$ cat config.mk
export PLATFORM = sky130hd
export DESIGN_NAME = my_if_rx_fifo
export DESIGN_NICKNAME = d
export VERILOG_FILES = /design/src/rtl/my_if_rx_fifo.sv
export SDC_FILE = /design/constraint.sdc
export NUM_CORES = 1
export LEC_CHECK = 0
export CORE_MARGIN = 4
export CORE_UTILIZATION = 57
export DETAILED_ROUTE_END_ITERATION = 8
export PLACE_DENSITY = 0.83
export REMOVE_ABC_BUFFERS = 1
export SYNTH_ARGS = -nofsm -noshare
export SYNTH_HDL_FRONTEND = slang
export SYNTH_SLANG_ARGS = --single-unit
$ cat constraint.sdc
create_clock -name clk -period 4.7 [get_ports clk]
set_input_delay 0.94 -clock clk [delete_from_list [all_inputs] [get_ports clk]]
set_output_delay 0.94 -clock clk [all_outputs]
set_load 0.1 [all_outputs]
$ cat src/rtl/my_if_rx_fifo.sv
// my_if_rx_fifo: receive stage for the my_if valid/data/ready handshake.
// The block buffers producer bytes in a small first-word-fall-through FIFO and
// presents them again on a second valid/ready port.
// in_ready is derived from the registered occupancy only, so the producer sees a
// clean, registered back-pressure point. A full FIFO never passes data through.
// Optional build macro: MY_IF_RX_STATS_EN adds the stat_accepted and stat_stalled
// counters. The datapath is the same with or without the macro.
module my_if_rx_fifo #(
  parameter int DATA_W = 8,
  parameter int DEPTH  = 4,
  localparam int AW    = $clog2(DEPTH),
  localparam int LW    = AW + 1
) (
  input  logic              clk,
  input  logic              rst,
  input  logic              in_valid,
  input  logic [DATA_W-1:0] in_data,
  output logic              in_ready,
  output logic              out_valid,
  output logic [DATA_W-1:0] out_data,
  input  logic              out_ready,
  input  logic              flush,
  output logic [LW-1:0]     level
`ifdef MY_IF_RX_STATS_EN
  ,
  output logic [15:0]       stat_accepted,
  output logic [15:0]       stat_stalled
`endif
);

  localparam logic [LW-1:0] FULL_LVL = LW'(DEPTH);

  logic [DATA_W-1:0] mem_q [DEPTH];
  logic [AW-1:0]     wr_ptr_q, wr_ptr_d;
  logic [AW-1:0]     rd_ptr_q, rd_ptr_d;
  logic [LW-1:0]     level_q, level_d;
  logic              push, pop;

  assign in_ready  = (level_q != FULL_LVL);
  assign out_valid = (level_q != '0);
  // The output reads as zero while the FIFO is empty, so stale storage never shows.
  assign out_data  = out_valid ? mem_q[rd_ptr_q] : '0;
  assign level     = level_q;

  assign push = in_valid & in_ready;
  assign pop  = out_valid & out_ready;

  // Storage is written only on an accepted push. A flush drops that cycle's byte.
  // The storage array has no reset.
  always_ff @(posedge clk) begin
    if (push && !flush) mem_q[wr_ptr_q] <= in_data;
  end

  // Next-state logic for the pointers and the occupancy.
  // A flush has priority over both push and pop.
  // A push and a pop in the same cycle leave the level unchanged.
  always_comb begin
    wr_ptr_d = wr_ptr_q;
    rd_ptr_d = rd_ptr_q;
    level_d  = level_q;
    if (flush) begin
      wr_ptr_d = '0;
      rd_ptr_d = '0;
      level_d  = '0;
    end else begin
      if (push) wr_ptr_d = wr_ptr_q + AW'(1);
      if (pop)  rd_ptr_d = rd_ptr_q + AW'(1);
      case ({push, pop})
        2'b10:   level_d = level_q + LW'(1);
        2'b01:   level_d = level_q - LW'(1);
        default: level_d = level_q;
      endcase
    end
  end

  // State register for the pointers and the occupancy. Reset clears it at once.
  always_ff @(posedge clk or posedge rst) begin
    if (rst) begin
      wr_ptr_q <= '0;
      rd_ptr_q <= '0;
      level_q  <= '0;
    end else begin
      wr_ptr_q <= wr_ptr_d;
      rd_ptr_q <= rd_ptr_d;
      level_q  <= level_d;
    end
  end

`ifdef MY_IF_RX_STATS_EN
  logic [15:0] acc_q, acc_d;
  logic [15:0] stl_q, stl_d;

  // The counters wrap naturally. A flush does not clear them; only reset does.
  always_comb begin
    acc_d = acc_q;
    stl_d = stl_q;
    if (push)                  acc_d = acc_q + 16'd1;
    if (in_valid && !in_ready) stl_d = stl_q + 16'd1;
  end

  // Register for the statistics counters.
  always_ff @(posedge clk or posedge rst) begin
    if (rst) begin
      acc_q <= '0;
      stl_q <= '0;
    end else begin
      acc_q <= acc_d;
      stl_q <= stl_d;
    end
  end

  assign stat_accepted = acc_q;
  assign stat_stalled  = stl_q;
`endif

endmodule

[After elaboration in Yosys (flattened, before gate mapping)]
Memory sizes are Yosys's and may differ from the RTL's.
Index checks and enable logic that the tools add are counted.
Storage, ports and cells
  memories: 1
  register bits: 7
  input port bits: 13
  output and inout bits: 13
  memory bits (writable): 32
Operators by class
  eq/ne operators: 3
  $add $sub $neg: 4
  bitwise gates (word level): 2
  mux-type cells: 9
  reductions and logical operators: 6
Memory list
  mem_q: depth 4, width 8, read ports 1, clocked after Yosys merged registers in 0, wr ports 1, line 33  | logic [DATA_W-1:0] mem_q [DEPTH];
Operators with widths (count)
  $mux 2: 4
  $mux 8: 1
  $pmux 3 s2: 1
  $reduce_bool 3->1: 2
  $add 2x1->2 const B: 2
  $reduce_bool 2->1: 2
  $add 3x1->3 const B: 1
  $mux 3: 1
  $ne 3x3->1 const B: 1
  $sub 3x1->3 const B: 1
  $and 1x1->1: 2
  $eq 2x1->1 const B: 1
  $eq 2x2->1 const B: 1
  $mux 1: 2
  $logic_and 1x1->1: 1
  $logic_not 1->1: 1

[Longest topological paths before layout]
  depth in word-level cells: 5
  depth in mapped cells: 8
  depth with buffers taken out: 6

[Worst setup path after synthesis]
OpenSTA, ideal clock, no wires.
  path kind: register to output
  start point: reg level_q[0] (netlist: level[0])
  end point: out out_data[0]
  path slack: 0.506 ns
  arrival time: 3.254 ns
  buffers on the path: 2
  cell stages (with the launch flop): 5
  data required time: 3.760 ns
  path through: dfrtp_1 > clkbuf_1 > or3_1 > clkbuf_1 > and2_1
On the way
  word-level cells in the longest chain between the ends: 2
Ends and longest elaborated chain
  start: declaration: line 36  | logic [LW-1:0] level_q, level_d;
  start signal: assignment: line 85  | level_q <= level_d;
  $reduce_bool 3->1: line 40  | assign out_valid = (level_q != '0);
  net out_valid: line 19  | output logic out_valid,
  $mux 8: line 42  | assign out_data = out_valid ? mem_q[rd_ptr_q] : '0;
  end: declaration: line 20  | output logic [DATA_W-1:0] out_data,
The timed path passes the listed nets, and every way through them passes these cells.

[Worst setup path after layout]
  start point: reg rd_ptr_q[0]
  end point: out out_data[7]
On the way
  word-level cells in the longest chain between the ends: 2
Ends and longest elaborated chain
  start: declaration: line 35  | logic [AW-1:0] rd_ptr_q, rd_ptr_d;
  start signal: assignment: line 84  | rd_ptr_q <= rd_ptr_d;
  $mem_v2 4x8
  $mux 8: line 42
No other way between the ends.

==> metrics.md <==
| Metric | Value |
|---|---|
| Status | finished, final reports clean |
| Crit path from | rd_ptr_q[0] |
| Hold Fails Final Rpt | 0 |
| Top_reg_cell synth | edfxtp_1 |
| Max-slew violations | 0 |
| Crit-path cells | mux4_2 > and2_1 > clkdlybuf4s50_1 |
| Synthesized cell area | 1740 sq um |
| Crit path buffers/inverters | 1 |
| Slowest library cell on the worst path | clkdlybuf4s50_1 |
| Clk slew on worst S/H paths | 0.11 ns |
| DRT Pass-1 Iters | 4 |
| Met2 WL | 1.54 mm |
| Worst R2R Setup Slack | 2.36 ns |
| Die area | 4010 sq um |
| Critical path capture point type | output pin |
| Worst hold slack | 0.593 ns |
| Post-CTS sizing | 0 |
| Die H | 63.3 um |
| Final min period | 3.73 ns |
| TNS Setup | 0 ns |
| Ys Warns | 0 |
| Seq/Total Area, Yosys | 65.1% |
| Post-route insts no fill | 173 |
| Largest net degree at the start of global routing | 14 |
| Reg-to-reg startpoint | level[0] |
| Clk root buf | clkbuf_4 |
| Yosys reg bits | 39 |
| DR vias/cell | 5.89 |
| LEAKAGE | 0.723 nW |
| Max-cap viol count | 0 |
| PortBufs | 25 |
| Total Nets Final | 159 |
| Critical Path Max Stage Delay | 0.96 ns |
| P per Cell Area | 417 nW/um^2 |
| Fill count | 200 |
| Crit Path Class | register to output pin |
| Placed inst area | 2000 sq um |
| Num CTS Buffers | 5 |
| Max clock buf depth | 2 |
| Vias in the first global route | 1056 |
| Ys async rst share | 17.9% |
| First-pass GRT wire length | 5.15 mm |
| Crit start category | register |
| Inst Count DP | 165 |
| Later-pin clock latency in the skew report | 0.34 ns |
| Max Freq | 0.268 GHz |
| Initial antenna violation count | 0 |
| HPWL Detailed | 2.11 mm |
| Met3 WL | 143 um |
| Clock skew | 0.00729 ns |
| Routed WL per cell | 17.9 um |
| CTS sink cnt | 39 |
| DRT iter0 DRCs | 48 |
| Slew margin rel. | 34.6% |
| Row count | 19 |
| Antenna viol nets, final | 0 |
| Layout cell share with drive strength beyond 1 | 10.6% |
| Worst slew pin tran | 0.978 ns |
| CTS tree | built |
| GRT Residual Overflow | 0 |
| Max VDD drop | 0.300 mV |
| DRT met1 WL | 1.36 mm |
| GP Congestion | 0.724 |
| # diodes | 0 |
| Hold/Removal Path Class | register to register |
| Delay-heaviest family, CP | buffers and inverters |
| Cell variety after synth | 30 |
| Max layer used | met4 |
| Syn avg cell area | 15.0 sq um |
| Fin area | 2050 sq um |
| Htree depth | 2 |
| Number of vias in the routed layout | 1019 |
| Worst Path Max Fanout | 10 |
| Part of the cycle the worst path needs | 79.4% |
| Hold Startpoint | wr_ptr_q[1] |
| Die Wd | 63.3 um |
| Hold_buf cts | 0 |
| EDFF count, synth | 32 |
| CP arrival | 2.79 ns |
| Area delta synth->final | 17.6% |
| Gr usage total | 17.6% |
| Ports | 26 |
| Starting Density | 61.7% |
| CP Data Required Time | 3.76 ns |
| Drt total wl | 3.09 mm |
| Endpoints failing setup | 0 |
| Post-CTS Setup Repair Bufs | 0 |
| Syn Inst Count | 116 |
| # DRC | 0 |
| Core region area | 2830 sq um |
| RSZ-0062 raised after global routing | no |
==> flip-flops by register name, indices dropped and copies added (netlist names) <==
signal and flops:
level 3, rd_ptr_q 2, wr_ptr_q 2, mem_q 32
==> through the flow <==
step	setup WS, ns	utilization (%)	total power (W)
global route	0.809	72.5	0.000899
CTS	0.926	72.5	0.000861
global placement	1.35	70.7	0.000694
detailed placement	1.32	70.7	0.000701
finish	0.970	72.5	0.000854
floorplan	0.905	-	0.000628
==> worst reg2reg max path: stages, from the launching register on <==
cell,delay (ns)
dfrtp_1,0.52
or3_1,0.59
and3_1,0.27
fa_1,0.50
o311a_1,0.17
a21oi_1,0.06
nor3_1,0.16
==> cell families after synthesis <==
family	count (synthesis)	synth area share, %
buf+inv	10	2.51
xor+xnor	4	2.01
compound gates	10	3.73
fa+ha+maj	5	4.02
mux	9	11.0
simple gates	39	11.6
flops	39	65.1
==> cells in the mapped netlist, types with 2 or more instances <==
master | instances | share of area [%]
inv_1 | 3 | 0.65
xnor2_1 | 2 | 1.0
buf_1 | 2 | 0.43
and2_1 | 12 | 4.3
dfrtp_1 | 7 | 10
buf_2 | 2 | 0.57
clkbuf_1 | 2 | 0.43
a21oi_1 | 3 | 0.86
nand3_1 | 5 | 1.4
xor2_1 | 2 | 1.0
o21ai_0 | 2 | 0.57
nor2_1 | 10 | 2.2
ha_1 | 4 | 2.9
mux4_2 | 8 | 10
or3_1 | 2 | 0.72
edfxtp_1 | 32 | 55
nand2_1 | 5 | 1.1
==> cell usage in the layout, fill, tap and decap left out, types with 3 or more instances in the layout <==
| cell | netlist | layout |
|---|---|---|
| edfxtp_1 | 32 | 32 |
| clkdlybuf4s50_1 | 0 | 25 |
| and2_1 | 12 | 12 |
| nor2_1 | 10 | 10 |
| mux4_2 | 8 | 8 |
| dfrtp_1 | 7 | 7 |
| nand3_1 | 5 | 5 |
| nand2_1 | 5 | 5 |
| clkbuf_4 | 0 | 5 |
| ha_1 | 4 | 4 |
| a21oi_1 | 3 | 3 |
| inv_1 | 3 | 3 |
==> layer usage <==
metal,global-route usage (%),vias up
met5,0,-
met1,21.5,513
met2,28.9,23
met3,6.75,6
met4,5.66,0
li1,-,477
==> power by group <==
group	internal, W	switching [W]	total, W
clock	0.0000583	0.000104	0.000162
combinational	0.0000839	0.000196	0.000280
sequential	0.000390	0.0000219	0.000412
==> final cells by class <==
cell class / instances / area [sq um] / area share, %
Inverter: 3 / 11.3 / 0.549
Clock buffer: 7 / 45.0 / 2.20
Timing Repair Buffer: 25 / 250 / 12.2
Sequential cell: 39 / 1140 / 55.4
Clock inverter: 1 / 5.00 / 0.244
Tap cell: 31 / 38.8 / 1.89
Multi-Input combinational cell: 67 / 564 / 27.5
==> final timing paths <==
kind / to / cells past startpoint
setup / recovery: out_data[7] / 3
hold / removal: wr_ptr_q[1] / 2
setup reg to reg: level[1] / 6
hold reg to reg: wr_ptr_q[1] / 2
max in group asynchronous: level[0] / 2
min in group asynchronous: wr_ptr_q[0] / 2
No activity file was read; power rests on OpenSTA's default activity.
